--- src/rtl/bp_resolve_queue.sv ---
// In-order queue pairing branch predictions with resolutions to train the predictor.
// Optional resolved-outcome global history enabled by BP_RESOLVE_GHIST_EN.
module bp_resolve_queue #(
    parameter int DEPTH = 8,
    parameter int BR_W  = 1
) (
    input  logic            clk,
    input  logic            reset,
    input  logic            pred_valid,
    input  logic            pred_taken,
    input  logic [BR_W-1:0] pred_branch,
    input  logic            res_valid,
    input  logic            res_taken,
    output logic            upd_valid,
    output logic            upd_taken,
    output logic [BR_W-1:0] upd_branch,
    output logic            upd_mispredict,
    output logic            full,
    output logic            empty,
    output logic [31:0]     total_branches,
    output logic [31:0]     total_misses,
    output logic            err_overflow,
    output logic            err_underflow,
    output logic [3:0]      ghist
);

    localparam int AW = (DEPTH > 1) ? $clog2(DEPTH) : 1;
    localparam int CW = AW + 1;
    localparam logic [CW-1:0] FULL_CNT = CW'(DEPTH);
    localparam logic [31:0] SAT = 32'hFFFF_FFFF;

    logic [BR_W:0]   mem [DEPTH];
    logic [AW-1:0]   wr_ptr;
    logic [AW-1:0]   rd_ptr;
    logic [CW-1:0]   count;
    logic [31:0]     br_cnt;
    logic [31:0]     miss_cnt;
    logic            do_pop;
    logic            do_push;
    logic            head_taken;
    logic [BR_W-1:0] head_branch;
    logic            mis;

    assign empty      = (count == '0);
    assign full       = (count == FULL_CNT);
    assign do_pop     = res_valid && !empty;
    // A pop frees a slot on the same edge, so a full queue still accepts the push
    assign do_push    = pred_valid && (!full || do_pop);
    assign {head_taken, head_branch} = mem[rd_ptr];
    assign mis        = head_taken ^ res_taken;

    assign total_branches = br_cnt;
    assign total_misses   = miss_cnt;

    always_ff @(posedge clk) begin
        if (!reset && do_push) begin
            mem[wr_ptr] <= {pred_taken, pred_branch};
        end
    end

    always_ff @(posedge clk) begin
        if (reset) begin
            wr_ptr <= '0;
            rd_ptr <= '0;
            count  <= '0;
        end else begin
            if (do_push) wr_ptr <= wr_ptr + AW'(1);
            if (do_pop)  rd_ptr <= rd_ptr + AW'(1);
            unique case ({do_push, do_pop})
                2'b10:   count <= count + CW'(1);
                2'b01:   count <= count - CW'(1);
                default: count <= count;
            endcase
        end
    end

    always_ff @(posedge clk) begin
        if (reset) begin
            upd_valid      <= 1'b0;
            upd_taken      <= 1'b0;
            upd_branch     <= '0;
            upd_mispredict <= 1'b0;
            br_cnt         <= '0;
            miss_cnt       <= '0;
            err_overflow   <= 1'b0;
            err_underflow  <= 1'b0;
        end else begin
            upd_valid <= do_pop;
            if (do_pop) begin
                upd_taken      <= res_taken;
                upd_branch     <= head_branch;
                upd_mispredict <= mis;
                if (br_cnt != SAT) br_cnt <= br_cnt + 32'd1;
                if (mis && miss_cnt != SAT) miss_cnt <= miss_cnt + 32'd1;
            end
            if (pred_valid && full && !do_pop) err_overflow <= 1'b1;
            if (res_valid && empty) err_underflow <= 1'b1;
        end
    end

`ifdef BP_RESOLVE_GHIST_EN
    logic [3:0] ghist_q;

    always_ff @(posedge clk) begin
        if (reset) begin
            ghist_q <= '0;
        end else if (do_pop) begin
            ghist_q <= {ghist_q[2:0], res_taken};
        end
    end

    assign ghist = ghist_q;
`else
    assign ghist = 4'b0000;
`endif

endmodule

--- config.mk ---
export PLATFORM = sky130hd
export DESIGN_NAME = bp_resolve_queue
export DESIGN_NICKNAME = d
export VERILOG_FILES = /design/src/rtl/bp_resolve_queue.sv
export SDC_FILE = /design/constraint.sdc
export NUM_CORES = 1
export LEC_CHECK = 0
export ABC_AREA = 1
export CAP_MARGIN = 15
export CORE_MARGIN = 3
export CORE_UTILIZATION = 50
export DETAILED_ROUTE_END_ITERATION = 8
export PLACE_DENSITY = 0.76
export SLEW_MARGIN = 20
export SYNTH_ARGS = -nofsm -noshare
export SYNTH_HDL_FRONTEND = slang
export SYNTH_SLANG_ARGS = --single-unit
--- constraint.sdc ---
create_clock -name clk -period 1.6 [get_ports clk]
set_input_delay 0.32 -clock clk [delete_from_list [all_inputs] [get_ports clk]]
set_output_delay 0.32 -clock clk [all_outputs]
set_load 0.01 [all_outputs]
---- After elaboration in Yosys (flattened, before gate mapping) ----
Memory sizes are Yosys's and may differ from the RTL's. A register that Yosys moved wholly into a read port is not among the register bits.
Cells that the tools add are included.
word-level totals
  flip-flop bits (word level) ............. 80
  latch bits .............................. 0
  bits in writable memories ............... 16
  memory bits (read-only) ................. 0
  input port bits ......................... 7
  output and inout bits ................... 76
  word-level logic and storage cells ...... 45
  memories kept ........................... 1
cells by class
  add/subtract/negate cells ............... 6
  multiply operators ...................... 0
  divide/modulo/power cells ............... 0
  magnitude comparators ................... 0
  eq/ne operators ......................... 5
  shift-type cells ........................ 0
  multiplexer cells ....................... 5
  bitwise gates (word level) .............. 1
  reductions and logical operators ........ 16
memories
  name  words  bits a word  rd ports  clocked after Yosys merged registers in  wr ports  line  source
  mem   8      2            1         1                                        1         32    logic [BR_W:0] mem [DEPTH];
operators by type and width
  cell                   count
  $add 32x1->32 const B  2
  $ne 32x32->1 const B   2
  $pmux 4 s2             1
  $logic_and 1x1->1      7
  $add 3x1->3 const B    2
  $mux 3                 2
  $add 4x1->4 const B    1
  $eq 4x4->1 const B     1
  $logic_not 1->1        4
  $logic_not 4->1        1
  $reduce_and 2->1       2
  $sub 4x1->4 const B    1
  $eq 2x1->1 const B     1
  $eq 2x2->1 const B     1
  $mux 1                 2
  $reduce_bool 2->1      1
  $logic_or 1x1->1       1
  $xor 1x1->1            1

---- Logic depth before layout (Yosys ltp) ----
  depth in word-level cells ............... 8
  depth in mapped cells ................... 16
  mapped depth without buffers ............ 16

---- Least setup slack after synthesis ----
Ideal clock, no wire load.
  kind .................................... register to register
  from .................................... reg miss_cnt[0], in the netlist total_misses[0]
  to ...................................... reg miss_cnt[22], in the netlist total_misses[22]
  library setup time ...................... 0.137 ns
  arrival ................................. 1.693 ns
  data required time ...................... 1.463 ns
  setup slack ............................. -0.230 ns
  stages on the path, launching flop included .. 11
  buffers on the path ..................... 1
  clock period less this slack ............ 1.830 ns
  cells stage by stage .................... dfxtp_1 > ha_1 > nand2_2 > nor2_4 > nand2_4 > inv_2 > and3_2 > nand4_4 > buf_6 > nand3_2 > a21oi_1
between the ends
  longest elaborated chain between the ends .. 3
  elaborated cells between the ends (all ways) .. 4
  classes of those cells .................. 1 x add/sub; 1 x eq/ne; 2 x reduce/logical
ends and longest elaborated chain
  what                                                   line  source
  start, declared                                        37    logic [31:0] miss_cnt;
  start signal, assigned                                 94    if (mis && miss_cnt != SAT) miss_cnt <= miss_cnt + 32'd1;
  branches (longest 3 deep; another with $add 32x1->32)  --
Parallel ways; which one is timed is not known.
A chain may end at the register's enable or synchronous reset.

==> results_tabular.tex <==
\begin{tabular}{lr}
\hline
Metric & Value \\
\hline
\multicolumn{2}{l}{\textbf{Run status}} \\
\quad Outcome & finished with violations \\
\quad Violations in the final reports & setup timing \\
\multicolumn{2}{l}{\textbf{Routing}} \\
\quad Detailed-route wire length per cell & 19.8 µm \\
\quad Post-detailed-route via-to-cell ratio & 5.97 \\
\quad Overall via count from detail\_route & 7351 \\
\quad Number of optimization iterations in the first detailed-route pass & 7 \\
\quad Post-route DRC & 0 \\
\quad Number of nets with antenna violations after detailed routing & 0 \\
\quad Detailed Route WL & 24.4 mm \\
\quad Iteration-0 DRC Markers & 1059 \\
\multicolumn{2}{l}{\textbf{Worst setup path}} \\
\quad Endpoint type of the worst setup path & register \\
\quad Arrival time of data at the critical path endpoint & 2230 ps \\
\quad R2R depth & 10 \\
\quad Max stage delay on crit path & 450 ps \\
\quad Crit path launch type & register \\
\quad Worst Path Buf+Inv & 3 \\
\quad Crit-path slowest cell & sky130\_fd\_sc\_hd\_\_dfxtp\_1 \\
\quad Critical Path Most Common Cell & sky130\_fd\_sc\_hd\_\_nand3\_2 \\
\quad CP endpoint & total\_misses[4] \\
\quad Maximum fanout encountered on the critical timing path & 8 \\
\quad Kind of critical path & register to register \\
\quad Critical Path RT & 1870 ps \\
\quad Worst flop-to-flop path endpoint & total\_misses[4] \\
\quad Kind of cell adding the most delay to the critical path & simple AND/OR/NAND/NOR gates \\
\quad Sequence of cells on the critical path & inv\_1 -> nand2\_1 -> nand3\_2 -> nand3\_2 -> nand2\_4 -> nor2\_4 -> buf\_12 -> clkbuf\_16 -> nand3\_1 -> a21oi\_1 \\
\quad Total number of cells along the worst setup path & 10 \\
\quad R2r setup slk & -360 ps \\
\multicolumn{2}{l}{\textbf{Floorplan}} \\
\quad Die extent in x & 114 µm \\
\quad Initial core utilization & 52.3\% \\
\quad Row Count & 38 \\
\quad IO Pins & 83 \\
\quad Core box area & 11100 µm² \\
\quad Area enclosed by the die boundary & 13000 µm² \\
\quad Overall die height & 114 µm \\
\multicolumn{2}{l}{\textbf{Min path}} \\
\quad Path class of the lowest-slack min-delay path & primary input to register \\
\multicolumn{2}{l}{\textbf{Timing}} \\
\quad Slew at the pin closest to its max-slew limit & 585 ps \\
\quad Crit path time final & 1960 ps \\
\quad Fin Clk Skew & 20.1 ps \\
\quad Number of slew-limit violations in the final report & 0 \\
\quad Smallest setup slack after layout & -363 ps \\
\quad Worst slew margin relative to its limit & 61.0\% \\
\quad Final number of hold-violating endpoints & 0 \\
\quad Final Cycle Share & 123\% \\
\quad Setup total negative slack & -9240 ps \\
\quad Final setup violation count & 71 \\
\quad Maximum operating frequency & 509 MHz \\
\quad Setup repair after global routing missed its margin & yes \\
\multicolumn{2}{l}{\textbf{Logic synthesis}} \\
\quad Portion of the post-synthesis area used by sequential elements & 36.8\% \\
\quad Dominant synthesized flop cell & sky130\_fd\_sc\_hd\_\_dfxtp\_1 \\
\quad Async set-or-reset flop fraction in the synthesized netlist & 0\% \\
\quad Area of the mapped netlist & 5820 µm² \\
\quad Number of flops mapped to enable cells by yosys & 16 \\
\quad Total number of yosys warnings & 0 \\
\quad Post-Syn Area per Cell & 6.90 µm² \\
\quad Post-synthesis sequential element count & 99 \\
\quad Count of different cell masters after synthesis & 45 \\
\quad Gate count of the mapped netlist & 844 \\
\multicolumn{2}{l}{\textbf{Global route}} \\
\quad Number of antenna violations at the first check in global routing & 0 \\
\quad GR met1 Demand/Resource & 35.7\% \\
\quad Total routing usage reported by global routing & 29.6\% \\
\quad Met2 global-route usage & 51.0\% \\
\quad Global route hottest layer & met2 \\
\quad Met3 layer usage reported by global route & 4.93\% \\
\quad First-pass GRT wire length & 30.8 mm \\
\quad Number of global-route vias before repair & 6472 \\
\quad Largest net degree at the start of global routing & 43 \\
\quad Global route total overflow & 0 \\
\multicolumn{2}{l}{\textbf{Power}} \\
\quad Switching power share of the total & 34.6\% \\
\quad Fraction of power consumed by the clock network & 29.0\% \\
\quad Peak VDD IR & 0.797 mV \\
\quad Internal power of the cells & 5.00 mW \\
\quad Share of power burned in combinational logic & 34.5\% \\
\quad Overall power of the completed layout & 7.65 mW \\
\quad Leakage component of the power & 4.12 nW \\
\quad Power dissipated by switching net loads & 2.65 mW \\
\quad Cell area power density & 820 nW/µm² \\
\quad Share of total power in sequential cells & 36.5\% \\
\multicolumn{2}{l}{\textbf{Cells and area}} \\
\quad Final cell count without fillers & 1232 \\
\quad Final instance area & 9330 µm² \\
\quad Final \#Nets & 1099 \\
\quad Utilization after layout & 83.8\% \\
\quad Layout filler cell count & 587 \\
\quad Fraction of layout cells with a size suffix above 1 & 39.2\% \\
\quad Layout overhead on the synthesized area & 60.2\% \\
\quad Antenna diode count & 0 \\
\multicolumn{2}{l}{\textbf{Placed design}} \\
\quad Post-DP HPWL & 12.3 mm \\
\quad Buffers on Ports & 78 \\
\quad Dpl cells & 1175 \\
\quad Gpl congestion & 0.946 \\
\quad Placement-stage cell area & 7770 µm² \\
\multicolumn{2}{l}{\textbf{Job}} \\
\quad Max capacitance violation total & 0 \\
\multicolumn{2}{l}{\textbf{CTS}} \\
\quad Worst-Skew Late Latency & 370 ps \\
\quad Number of buffers inserted during clock tree synthesis & 9 \\
\quad Clock-pin transition on the worst setup and hold timing paths & 90 ps \\
\quad Library cell used as clock root buffer & sky130\_fd\_sc\_hd\_\_clkbuf\_16 \\
\quad Worst-case clock buffer depth & 2 \\
\quad Quantity of hold-fixing buffers added after cts & 0 \\
\quad Number of H-tree levels & 3 \\
\quad Number of sinks handled by clock tree synthesis & 99 \\
\quad CTS tree & built \\
\hline
\end{tabular}
==> kinds of logic (layout without fill, tap and decap cells) <==
family / Yosys count / in the layout / share of synthesized area, %
simple gates: 503 / 503 / 40.1
other cells: 1 / 4 / 0.0644
flops: 99 / 99 / 36.8
compound gates: 98 / 98 / 9.37
xor+xnor: 23 / 23 / 3.46
fa+ha+maj: 5 / 5 / 1.07
buf+inv: 115 / 360 / 9.15
==> state kept, by name, summed over array words and instances, names as in the netlist, 3 cells and up, named ones only <==
register / count
rd_ptr: 3
count: 4
mem: 16
total_misses: 32
wr_ptr: 3
total_branches: 32
==> what timing repair did <==
action,4_1_cts,5_1_grt
gates cloned,5,6
pin swaps,15,59
resized for setup,120,181
setup buffers,17,17
setup endpoints to repair,123,92
==> per-stage QoR <==
step | setup WS, ps | hold WS, ps
detailed placement | -303 | 437
floorplan | -38.0 | 412
global route | -417 | 416
CTS | -84.5 | 396
finish | -363 | 432
global placement | -249 | 425
==> power groups by stage <==
stage / registers (mW) / clock network (mW) / logic, mW
floorplan: 2.84 / 0 / 0.950
global placement: 2.81 / 0 / 1.61
detailed placement: 2.82 / 0 / 1.65
CTS: 2.77 / 2.20 / 1.89
global route: 2.81 / 2.32 / 2.75
finish: 2.79 / 2.22 / 2.64
==> routing by layer <==
layer / vias to the layer above / routed length (µm)
met5: - / 0
met4: 0 / 1690
met3: 195 / 2620
met2: 604 / 11700
met1: 3335 / 8450
li1: 3217 / -
==> worst reg2reg max path: stages, from the launching register on <==
cell and delay, ps:
sky130_fd_sc_hd__dfxtp_1 450, sky130_fd_sc_hd__inv_1 150, sky130_fd_sc_hd__nand2_1 140, sky130_fd_sc_hd__nand3_2 110
sky130_fd_sc_hd__nand3_2 150, sky130_fd_sc_hd__nand2_4 70, sky130_fd_sc_hd__nor2_4 130, sky130_fd_sc_hd__buf_12 160
sky130_fd_sc_hd__clkbuf_16 180, sky130_fd_sc_hd__nand3_1 80, sky130_fd_sc_hd__a21oi_1 230
==> cells in the mapped netlist, types with 2 or more instances <==
master | count | area share (%)
sky130_fd_sc_hd__nand4_4 | 2 | 0.73
sky130_fd_sc_hd__nor2_1 | 100 | 6.4
sky130_fd_sc_hd__nor3_2 | 2 | 0.34
sky130_fd_sc_hd__nand2_2 | 6 | 0.64
sky130_fd_sc_hd__nand3b_1 | 11 | 1.4
sky130_fd_sc_hd__clkbuf_1 | 8 | 0.52
sky130_fd_sc_hd__buf_6 | 9 | 1.7
sky130_fd_sc_hd__nand2_4 | 2 | 0.39
sky130_fd_sc_hd__nand2_1 | 252 | 16
sky130_fd_sc_hd__and3_1 | 2 | 0.21
sky130_fd_sc_hd__inv_1 | 81 | 5.2
sky130_fd_sc_hd__a21oi_2 | 6 | 0.90
sky130_fd_sc_hd__buf_4 | 8 | 1.0
sky130_fd_sc_hd__nor3_1 | 43 | 3.7
sky130_fd_sc_hd__inv_2 | 5 | 0.32
sky130_fd_sc_hd__buf_1 | 2 | 0.13
sky130_fd_sc_hd__nand4_1 | 6 | 0.64
sky130_fd_sc_hd__nand3_2 | 15 | 2.6
sky130_fd_sc_hd__ha_1 | 5 | 1.1
sky130_fd_sc_hd__nor2_4 | 5 | 0.97
sky130_fd_sc_hd__dfxtp_1 | 83 | 29
sky130_fd_sc_hd__nor2_2 | 6 | 0.64
sky130_fd_sc_hd__o21ai_1 | 2 | 0.17
sky130_fd_sc_hd__xor2_1 | 20 | 3.0
sky130_fd_sc_hd__a21oi_1 | 55 | 4.7
sky130_fd_sc_hd__nor3_4 | 2 | 0.56
sky130_fd_sc_hd__edfxtp_1 | 16 | 8.3
sky130_fd_sc_hd__o21ai_0 | 27 | 2.3
sky130_fd_sc_hd__xnor2_1 | 3 | 0.45
sky130_fd_sc_hd__nand3_1 | 45 | 3.9
==> cell usage in the layout, fill, tap and decap left out, drive strengths merged <==
cell,instances
dlygate4sd2,58
o21ai,30
nand3b,11
bufbuf,1
a31oi,1
nor4,1
clkdlybuf4s15,2
buf,174
a21oi,61
o22ai,1
o211ai,1
ha,5
inv,91
clkinvlp,1
clkdlybuf4s50,12
xnor2,3
clkinv,2
o221ai,1
conb,4
nand4,8
dfxtp,83
o21a,1
a211oi,2
nor2,112
nand2,260
and3,3
nor3b,1
nand3,60
edfxtp,16
clkbuf,15
dlymetal6s2s,4
nor3,47
xor2,20
==> worst min path at each step <==
stage,from,end,slack [ps],depth (start not counted)
final,reset,total_branches[16],430,3
after floorplan,rd_ptr[2],register,410,1
after global routing,reset,total_branches[16],420,3
after CTS,reset,total_branches[15],400,3
after global placement,rd_ptr[2],register,430,1
after detailed placement,rd_ptr[2],register,440,1
==> cell type report <==
type / count / area [µm²] / area share (%)
timing repair buffer: 257 / 2450 / 26.3
tap: 140 / 175 / 1.88
sequential: 99 / 2190 / 23.5
clock inverter: 7 / 68.8 / 0.738
clock buffer: 9 / 225 / 2.41
multi-input combinational: 633 / 3880 / 41.6
inverter: 87 / 332 / 3.55
No activity file was read; power rests on OpenSTA's default activity.
